===== config.mk =====
export PLATFORM = sky130hd
export DESIGN_NAME = rvx_dma_flat
export DESIGN_NICKNAME = d
export VERILOG_FILES = /design/src/rtl/rvx_dma_pkg.sv /design/src/rtl/rvx_dma_if.sv /design/src/rtl/rvx_dma_regs.sv /design/src/rtl/rvx_dma.sv /design/src/flat_wrapper.sv
export SDC_FILE = /design/constraint.sdc
export NUM_CORES = 1
export LEC_CHECK = 0
export ABC_AREA = 0
export ABC_CLOCK_PERIOD_IN_PS = 8800
export BUFFER_PORTS_ARGS = -buffer_cell sky130_fd_sc_hd__clkbuf_2
export CAP_MARGIN = 20
export CELL_PAD_IN_SITES_DETAIL_PLACEMENT = 1
export CELL_PAD_IN_SITES_GLOBAL_PLACEMENT = 1
export CORE_AREA = 2 2 175 220
export CTS_BUF_LIST = sky130_fd_sc_hd__clkbuf_16
export DETAILED_ROUTE_END_ITERATION = 8
export DIE_AREA = 0 0 177 222
export PLACE_DENSITY = 0.68
export SLEW_MARGIN = 20
export SYNTH_ARGS = -nofsm -noshare
export SYNTH_HDL_FRONTEND = slang
export SYNTH_SLANG_ARGS = --single-unit

===== constraint.sdc =====
create_clock -name clock -period 8.8 [get_ports clock]
set_input_delay 0.44 -clock clock [delete_from_list [all_inputs] [get_ports clock]]
set_output_delay 0.44 -clock clock [all_outputs]
set_load 0.05 [all_outputs]

===== src/rtl/rvx_dma_pkg.sv =====
// Shared register indices, CR bit positions and FSM states for the DMA engine.
package rvx_dma_pkg;
  localparam logic [2:0] REG_CR     = 3'd0;
  localparam logic [2:0] REG_SRC    = 3'd1;
  localparam logic [2:0] REG_DST    = 3'd2;
  localparam logic [2:0] REG_LEN    = 3'd3;
  localparam logic [2:0] REG_REMAIN = 3'd4;

  localparam int CR_START = 0;
  localparam int CR_DONE  = 1;
  localparam int CR_IE    = 2;

  typedef enum logic [2:0] {
    ST_IDLE,
    ST_RD_REQ,
    ST_RD_WAIT,
    ST_WR_REQ,
    ST_WR_WAIT
  } state_t;
endpackage


===== src/rtl/rvx_dma_if.sv =====
// RVX peripheral bus: one request/response pair per direction, 32-bit data.
interface rvx_dma_if #(parameter int AW = 32);
  logic [AW-1:0] address;
  logic [31:0]   read_data;
  logic          read_request;
  logic          read_response;
  logic [31:0]   write_data;
  logic [3:0]    write_strobe;
  logic          write_request;
  logic          write_response;

  modport master (
    output address, read_request, write_data, write_strobe, write_request,
    input  read_data, read_response, write_response
  );

  modport slave (
    input  address, read_request, write_data, write_strobe, write_request,
    output read_data, read_response, write_response
  );
endinterface


===== src/rtl/rvx_dma_regs.sv =====
// Config-port decode and register file; responses one cycle after each request.
// start/done_clr are combinational pulses so the FSM can react at the write edge.
module rvx_dma_regs
  import rvx_dma_pkg::*;
(
  input  logic        clock,
  input  logic        reset,
  rvx_dma_if.slave    cfg,
  input  logic        busy,
  input  logic        done,
  input  logic [15:0] remain,
  output logic        start,
  output logic        done_clr,
  output logic        ie,
  output logic        ie_nxt,
  output logic [31:0] src,
  output logic [31:0] dst,
  output logic [15:0] len
);
  logic [2:0] idx;
  logic       wr_ok;
  logic       rd_ok;
  logic       cr_wr;

  assign idx      = cfg.address[4:2];
  assign wr_ok    = cfg.write_request && (cfg.write_strobe == 4'b1111) && (cfg.address[1:0] == 2'b00);
  assign rd_ok    = cfg.read_request && (cfg.address[1:0] == 2'b00);
  assign cr_wr    = wr_ok && (idx == REG_CR);
  assign start    = cr_wr && cfg.write_data[CR_START] && !busy;
  assign done_clr = cr_wr && cfg.write_data[CR_DONE];
  assign ie_nxt   = cr_wr ? cfg.write_data[CR_IE] : ie;

  always_ff @(posedge clock or posedge reset) begin
    if (reset) begin
      cfg.read_data      <= '0;
      cfg.read_response  <= 1'b0;
      cfg.write_response <= 1'b0;
      ie                 <= 1'b0;
      src                <= '0;
      dst                <= '0;
      len                <= '0;
    end else begin
      cfg.read_response  <= cfg.read_request;
      cfg.write_response <= cfg.write_request;
      ie                 <= ie_nxt;
      // Address and length registers are frozen while a copy is running.
      if (wr_ok && !busy) begin
        case (idx)
          REG_SRC: src <= {cfg.write_data[31:2], 2'b00};
          REG_DST: dst <= {cfg.write_data[31:2], 2'b00};
          REG_LEN: len <= cfg.write_data[15:0];
          default: ;
        endcase
      end
      if (rd_ok) begin
        case (idx)
          REG_CR:     cfg.read_data <= {29'd0, ie, done, busy};
          REG_SRC:    cfg.read_data <= src;
          REG_DST:    cfg.read_data <= dst;
          REG_LEN:    cfg.read_data <= {16'd0, len};
          REG_REMAIN: cfg.read_data <= {16'd0, remain};
          default:    ;
        endcase
      end
    end
  end
endmodule


===== src/rtl/rvx_dma.sv =====
// Single-channel word copy engine; 4 cycles/word against a 1-cycle responder.
// One initiator request outstanding at a time; each response wait cycle stalls the FSM.
module rvx_dma
  import rvx_dma_pkg::*;
(
  input  logic      clock,
  input  logic      reset,
  rvx_dma_if.slave  cfg,
  rvx_dma_if.master mem,
  output logic      irq
);
  state_t      state;
  logic [31:0] src_cnt;
  logic [31:0] dst_cnt;
  logic [15:0] remain;
  logic        done;
  logic        busy;
  logic        start;
  logic        done_clr;
  logic        ie;
  logic        ie_nxt;
  logic [31:0] src;
  logic [31:0] dst;
  logic [15:0] len;
  logic        done_set;
  logic        done_nxt;

  rvx_dma_regs u_regs (
    .clock    (clock),
    .reset    (reset),
    .cfg      (cfg),
    .busy     (busy),
    .done     (done),
    .remain   (remain),
    .start    (start),
    .done_clr (done_clr),
    .ie       (ie),
    .ie_nxt   (ie_nxt),
    .src      (src),
    .dst      (dst),
    .len      (len)
  );

  assign busy     = (state != ST_IDLE);
  assign done_set = (start && (len == 16'd0)) ||
                    ((state == ST_WR_WAIT) && mem.write_response && (remain == 16'd1));
  // A set in the same cycle as a clear wins.
  assign done_nxt = done_set || (done && !(done_clr || start));

  always_ff @(posedge clock or posedge reset) begin
    if (reset) begin
      state             <= ST_IDLE;
      src_cnt           <= '0;
      dst_cnt           <= '0;
      remain            <= '0;
      done              <= 1'b0;
      irq               <= 1'b0;
      mem.address       <= '0;
      mem.read_request  <= 1'b0;
      mem.write_data    <= '0;
      mem.write_strobe  <= 4'b0000;
      mem.write_request <= 1'b0;
    end else begin
      done <= done_nxt;
      irq  <= done_nxt && ie_nxt;
      case (state)
        ST_IDLE: begin
          if (start) begin
            src_cnt <= src;
            dst_cnt <= dst;
            remain  <= len;
            if (len != 16'd0) begin
              state            <= ST_RD_REQ;
              mem.read_request <= 1'b1;
              mem.address      <= src;
            end
          end
        end
        ST_RD_REQ: begin
          mem.read_request <= 1'b0;
          state            <= ST_RD_WAIT;
        end
        ST_RD_WAIT: begin
          if (mem.read_response) begin
            mem.write_data    <= mem.read_data;
            mem.write_request <= 1'b1;
            mem.write_strobe  <= 4'b1111;
            mem.address       <= dst_cnt;
            state             <= ST_WR_REQ;
          end
        end
        ST_WR_REQ: begin
          mem.write_request <= 1'b0;
          mem.write_strobe  <= 4'b0000;
          state             <= ST_WR_WAIT;
        end
        ST_WR_WAIT: begin
          if (mem.write_response) begin
            src_cnt <= src_cnt + 32'd4;
            dst_cnt <= dst_cnt + 32'd4;
            remain  <= remain - 16'd1;
            if (remain == 16'd1) begin
              state <= ST_IDLE;
            end else begin
              state            <= ST_RD_REQ;
              mem.read_request <= 1'b1;
              mem.address      <= src_cnt + 32'd4;
            end
          end
        end
        default: state <= ST_IDLE;
      endcase
    end
  end
endmodule

===== src/flat_wrapper.sv =====
// flat-port wrapper written by rule: the top's interface ports become plain ports
module rvx_dma_flat import rvx_dma_pkg::*;
  (clock, reset, irq, cfg_address, cfg_read_request, cfg_write_data, cfg_write_strobe, cfg_write_request, cfg_read_data, cfg_read_response, cfg_write_response, mem_address, mem_read_request, mem_write_data, mem_write_strobe, mem_write_request, mem_read_data, mem_read_response, mem_write_response);
  rvx_dma_if cfg_i ();
  rvx_dma_if mem_i ();
  input  logic clock;
  input  logic reset;
  output logic irq;
  input wire logic [$bits(cfg_i.address)-1:0] cfg_address;
  input wire logic [$bits(cfg_i.read_request)-1:0] cfg_read_request;
  input wire logic [$bits(cfg_i.write_data)-1:0] cfg_write_data;
  input wire logic [$bits(cfg_i.write_strobe)-1:0] cfg_write_strobe;
  input wire logic [$bits(cfg_i.write_request)-1:0] cfg_write_request;
  output wire logic [$bits(cfg_i.read_data)-1:0] cfg_read_data;
  output wire logic [$bits(cfg_i.read_response)-1:0] cfg_read_response;
  output wire logic [$bits(cfg_i.write_response)-1:0] cfg_write_response;
  output wire logic [$bits(mem_i.address)-1:0] mem_address;
  output wire logic [$bits(mem_i.read_request)-1:0] mem_read_request;
  output wire logic [$bits(mem_i.write_data)-1:0] mem_write_data;
  output wire logic [$bits(mem_i.write_strobe)-1:0] mem_write_strobe;
  output wire logic [$bits(mem_i.write_request)-1:0] mem_write_request;
  input wire logic [$bits(mem_i.read_data)-1:0] mem_read_data;
  input wire logic [$bits(mem_i.read_response)-1:0] mem_read_response;
  input wire logic [$bits(mem_i.write_response)-1:0] mem_write_response;
  assign cfg_i.address = cfg_address;
  assign cfg_i.read_request = cfg_read_request;
  assign cfg_i.write_data = cfg_write_data;
  assign cfg_i.write_strobe = cfg_write_strobe;
  assign cfg_i.write_request = cfg_write_request;
  assign cfg_read_data = cfg_i.read_data;
  assign cfg_read_response = cfg_i.read_response;
  assign cfg_write_response = cfg_i.write_response;
  assign mem_address = mem_i.address;
  assign mem_read_request = mem_i.read_request;
  assign mem_write_data = mem_i.write_data;
  assign mem_write_strobe = mem_i.write_strobe;
  assign mem_write_request = mem_i.write_request;
  assign mem_i.read_data = mem_read_data;
  assign mem_i.read_response = mem_read_response;
  assign mem_i.write_response = mem_write_response;
  rvx_dma u_core (.clock(clock), .reset(reset), .cfg(cfg_i), .mem(mem_i), .irq(irq));
endmodule

After elaboration in Yosys (flattened, before gate mapping)
Index checks and enable logic that the tools add are counted.

operators by class
  $add $sub $neg = 3
  multipliers = 0
  div/mod/pow operators = 0
  order comparisons = 0
  equal/unequal tests = 15
  shift operators = 0
  multiplexer cells = 32
  bitwise operators = 0
  reduce and logical (&&, ||, !) cells = 39

operators by type and width
  cell                                                                   count
  32-bit two-way mux                                                     9
  32-bit case mux with 5 select lines                                    1
  32-bit case mux with 2 select lines                                    2
  32-bit case mux with 3 select lines                                    1
  32-bit by 3-bit adder with 32-bit output (second input constant)       2
  16-bit two-way mux                                                     2
  16-bit case mux with 2 select lines                                    1
  16-bit by 1-bit == test with 1-bit output (second input constant)      1
  16-bit zero test                                                       1
  16-bit nonzero test                                                    1
  16-bit by 1-bit subtractor with 16-bit output (second input constant)  1
  3-bit case mux with 5 select lines                                     1
  1-bit logical AND                                                      13
  3-bit by 2-bit == test with 1-bit output (second input constant)       4
  3-bit two-way mux                                                      4
  2-bit AND reduction                                                    6
  3-bit nonzero test                                                     3
  4-bit case mux with 2 select lines                                     1
  1-bit two-way mux                                                      7
  3-bit by 1-bit == test with 1-bit output (second input constant)       2
  3-bit == test (second input constant)                                  2
  3-bit zero test                                                        2
  2-bit inequality test (second input constant)                          3
  6-bit AND reduction                                                    1
  other kinds (13)                                                       18

storage, ports and cells
  bits in registers = 266
  bits in latches = 0
  bits in writable memories = 0
  memory bits (read-only) = 0
  output and inout bits = 105
  word-level logic and storage cells = 107
  memories = 0

Logic depth before layout (Yosys ltp)
  depth in word-level cells = 11
  depth in mapped cells = 10

By module
Synthesis repeated with hierarchy kept, for this count alone.

unflattened totals
  cell total of the unflattened synthesis = 1344
  area, all modules = 13550.5 µm²

by module, submodules not included
  module        instances  cells each  area each (µm²)  seq. area each (µm²)
  rvx_dma       1          973         8692.1           3778.6
  rvx_dma_regs  1          371         4858.4           2777.7

Worst setup path after synthesis
OpenSTA, ideal clock, no wires.

  path type = input to register
  start = input cfg_address[4]
  end = register u_core.mem.address[10]
  data arrival time = 2.300 ns
  setup slack = 6.373 ns
  stages on the path = 7
  cells stage by stage = buf_2 -> or4b_4 -> o31a_1 -> a211oi_4 -> nand3_2 -> inv_2 -> mux2_1

on the way
  word-level cells in the longest chain between the ends = 6

RTL lines
  element                                                     RTL line            RTL
  start, declared                                             flat_wrapper.sv:9   input wire logic [$bits(cfg_i.address)-1:0] cfg_address;
  3-bit zero test                                             rvx_dma_regs.sv:28  assign cr_wr = wr_ok && (idx == REG_CR);
  1-bit logical AND                                           rvx_dma_regs.sv:28
  1-bit logical AND (2 in series)                             rvx_dma_regs.sv:29  assign start = cr_wr && cfg.write_data[CR_START] && !busy;
  2-bit by 1-bit inequality test with 1-bit output (no line)  --
  6-bit AND reduction (no line)                               --
  end signal, assigned                                        rvx_dma.sv:75       mem.address <= src;
  end signal, assigned                                        rvx_dma.sv:88       mem.address <= dst_cnt;
  end signal, assigned                                        rvx_dma.sv:107      mem.address <= src_cnt + 32'd4;
  end, declared                                               rvx_dma_if.sv:13    output address, read_request, write_data, write_strobe, write_request,

No other way between the ends.
A chain may end at the register's enable or synchronous reset.

Final worst setup path
  start = register u_core.state[0]
  end = register u_core.src_cnt[17]

on the way
  word-level cells in the longest chain between the ends = 5
  elaborated cells on any way between the ends = 10

RTL lines
  element                                                     RTL line            RTL
  start, declared                                             rvx_dma.sv:12       state_t state;
  start signal, assigned                                      rvx_dma.sv:52       state <= ST_IDLE;
  start signal, assigned                                      rvx_dma.sv:73       state <= ST_RD_REQ;
  start signal, assigned                                      rvx_dma.sv:81       state <= ST_RD_WAIT;
  3-bit nonzero test                                          rvx_dma.sv:44       assign busy = (state != ST_IDLE);
  1-bit zero test                                             rvx_dma_regs.sv:29
  1-bit logical AND                                           rvx_dma_regs.sv:29
  2-bit by 1-bit inequality test with 1-bit output (no line)  --
  3-bit AND reduction (no line)                               --
  end signal, assigned                                        rvx_dma.sv:69       src_cnt <= src;
  end signal, assigned                                        rvx_dma.sv:99       src_cnt <= src_cnt + 32'd4;
  end, declared                                               rvx_dma.sv:13       logic [31:0] src_cnt;

Parallel ways exist; a longest one is shown, timed or not.

==> flow_metrics.py <==
metrics = {
    "cts": {
        "cts_tree": "built",
        "cts-resized-gates": 0,
        "numCtsBuffers": 28,
        "clock_latency_ps": 570,
        "cts_buffer_depth": 3,
        "htreeDepth": 1,
        "clock_sinks": 257,
        "root_buffer": "clkbuf_16",
        "path_clk_slew_ps": 70,
    },
    "die": {
        "start_util_pct": 34.6,
        "coreArea_mm2": 0.0371,
        "ios": 211,
        "dieHeight_um": 222,
        "die_x_um": 177,
        "row_count": 79,
        "dieArea_mm2": 0.0393,
    },
    "routing": {
        "drc": 0,
        "antenna_left": 0,
        "wl_per_cell_um": 21.4,
        "routed_via_density": 5.54,
        "wl_um": 41300,
        "drt_pass1_iterations": 4,
        "drt_iter0_markers": 572,
        "vias": 10700,
    },
    "hold_path": {
        "min_path_type": "input port to async pin",
    },
    "timing": {
        "hold_violations": 0,
        "finalWorstSetupSlack_ps": 5410,
        "slew_headroom_pct": 27.9,
        "tns_ps": 0,
        "rsz0062_at_grt": "false",
        "period_share_pct": 38.5,
        "setup_violations": 0,
        "period_needed_ps": 3390,
        "skew_ps": 18.2,
        "drv_slew": 0,
        "worst_pin_slew_ps": 1080,
        "fmax_mhz": 295,
        "hold_ws_ps": 35.1,
    },
    "critical_path": {
        "path_max_fanout": 78,
        "cp-start-kind": "flip-flop",
        "arrival_ps": 3840,
        "timing_worst_setup_path_type": "flip-flop to flip-flop",
        "max_stage_delay_ps": 700,
        "crit_chain": "nor3b_2, buf_4, nand2_1, o21ai_4, buf_4, o21ai_0, a22o_1",
        "cp.depth": 7,
        "worst_path_most_repeated_cell": "buf_4",
        "crit_required_ps": 9260,
        "crit_family": "buffers and inverters",
        "worstRegToRegCells": 7,
        "worstPathBufferInverterCount": 2,
        "worstSetupEndpointType": "flip-flop",
        "cpMaxStageDelayCell": "buf_4",
    },
    "synth": {
        "synth_edf_count": 0,
        "netlist_instances": 1287,
        "synthArstFlopShare_pct": 100,
        "synth_seq_cells": 257,
        "yosysSeqAreaShare_pct": 50.1,
        "yosysWarningCount": 0,
        "synth_fp_nets": 1397,
        "synth_cell_types": 68,
        "synth_flop_cell": "dfrtp_1",
        "syn_area_mm2": 0.0128,
        "syn_avg_cell_area_um2": 9.98,
    },
    "grt": {
        "antenna_found_initial": 0,
        "grt_pass1_wl_um": 65500,
        "gr-total-overflow": 0,
        "grt_max_degree": 148,
        "grt_util_all_layers_pct": 21.2,
        "first_global_vias": 11400,
    },
    "placement": {
        "dp_slack_ps": 5250,
        "gp_congestion": 0.836,
        "io_buffers": 183,
        "hpwl_um": 27900,
    },
    "power_and_ir_drop": {
        "ir_drop_mv": 0.201,
        "cellLeakagePower_nw": 6.68,
        "powerDensity_mw_per_mm2": 309,
    },
    "finish": {
        "final_layout_size_suffix_gt1_share_pct": 26.2,
        "antenna_cells": 0,
        "layout.nets": 1537,
        "final_common_cell": "dfrtp_1",
        "fin_util_pct": 41.0,
        "area_delta_synth_final_pct": 18.3,
        "most-common-layout-cells": "dfrtp_1, clkbuf_2, nand2_1",
    },
    "outcome": {
        "outcome": "completed",
    },
    "flow_run": {
        "cap_viol_max_count": 0,
    },
}
-- repair_timing --
item / 4_1_cts / 5_1_grt
endpoints found under the hold margin: 1 / 0
setup buffers: 0 / 0
hold buffers: 1 / 0
-- path summary, 6_finish.rpt --
path                                        start                              end  slack, ps
hold / removal                              reset        u_core.mem.write_data[30]         40
setup reg to reg                  u_core.state[0]               u_core.src_cnt[17]       5410
min in group clock               cfg_read_request  u_core.u_regs.cfg.read_response         40
setup / recovery                  u_core.state[0]               u_core.src_cnt[17]       5410
max in group asynchronous                   reset             u_core.u_regs.dst[6]       7310
hold reg to reg            u_core.mem.address[24]           u_core.mem.address[24]        480
-- cell type report --
class                      count  area (um2)
clock inverter                22         298
multi-input combinational    923        5990
tap                          486         608
inverter                      14        65.1
clock buffer                  29         726
fill                        4208       21900
sequential                   257        6430
timing repair buffer         203        1070
-- sequential cells by signal (all words and copies together) (netlist names), 16 cells and up --
register,cells
u_core.u_regs.dst,30
u_core.remain,16
u_core.u_regs.len,16
u_core.dst_cnt,30
u_core.src_cnt,30
u_core.mem.write_data,32
u_core.u_regs.src,30
u_core.u_regs.cfg.read_data,32
u_core.mem.address,31
-- cell usage after synthesis, drive strengths merged (13+ instances only) --
library cell / instances / area share [%]
dfrtp: 257 / 50
o21ai: 139 / 5.4
nand2: 133 / 3.9
mux2: 111 / 9.7
a21oi: 97 / 3.8
nor2: 80 / 2.4
clkbuf: 61 / 1.8
a22oi: 40 / 2.3
nand3: 34 / 1.4
buf: 32 / 1.4
nor3: 27 / 1.1
a22o: 22 / 1.5
nand4: 18 / 0.88
o22ai: 17 / 0.83
xnor2: 17 / 1.2
o22a: 16 / 1.1
a221oi: 14 / 0.96
inv: 14 / 0.41
mux2i: 14 / 1.1
and2: 13 / 0.63
nor4: 13 / 0.68
-- metrics by stage --
step	area, um2	total power (W)	cells
3_5_place_dp	14100	0.00340	1882
3_3_place_gp	14100	0.00335	1882
5_1_grt	15200	0.00494	1934
4_1_cts	15200	0.00474	1934
2_1_floorplan	12800	0.00292	1287
6_report	15200	0.00469	1934
-- routing by layer --
| metal | routed length (um) | global-route usage (%) |
|---|---|---|
| met3 | 1480 | 2.18 |
| met5 | 0 | 0 |
| met4 | 947 | 6.32 |
| met2 | 21400 | 37.8 |
| met1 | 17500 | 26.7 |
-- cells by family (layout without fill, tap and decap cells) --
| kind of cell | after synthesis | count (layout) | synth area share (%) |
|---|---|---|---|
| AND/OR/NAND/NOR | 375 | 375 | 14.1 |
| flip-flops | 257 | 257 | 50.1 |
| adder cells (fa/ha/maj) | 4 | 4 | 0.390 |
| AO/OA/AOI/OAI | 393 | 393 | 19.2 |
| XOR/XNOR | 25 | 25 | 1.71 |
| buffers and inverters | 107 | 268 | 3.58 |
| multiplexers | 126 | 126 | 11.0 |
-- power by group --
part | total, W | switching (W) | internal, W
logic | 0.00166 | 0.00119 | 0.000474
registers | 0.00171 | 0.000262 | 0.00145
clock network | 0.00132 | 0.000514 | 0.000803
-- worst register-to-register path, cell delays in order (launching register included) --
cell and delay [ps]:
dfrtp_1 520, nor3b_2 210, buf_4 500, nand2_1 590, o21ai_4 170, buf_4 700
o21ai_0 310, a22o_1 290
Note: power is estimated with default switching activity, not from simulation.
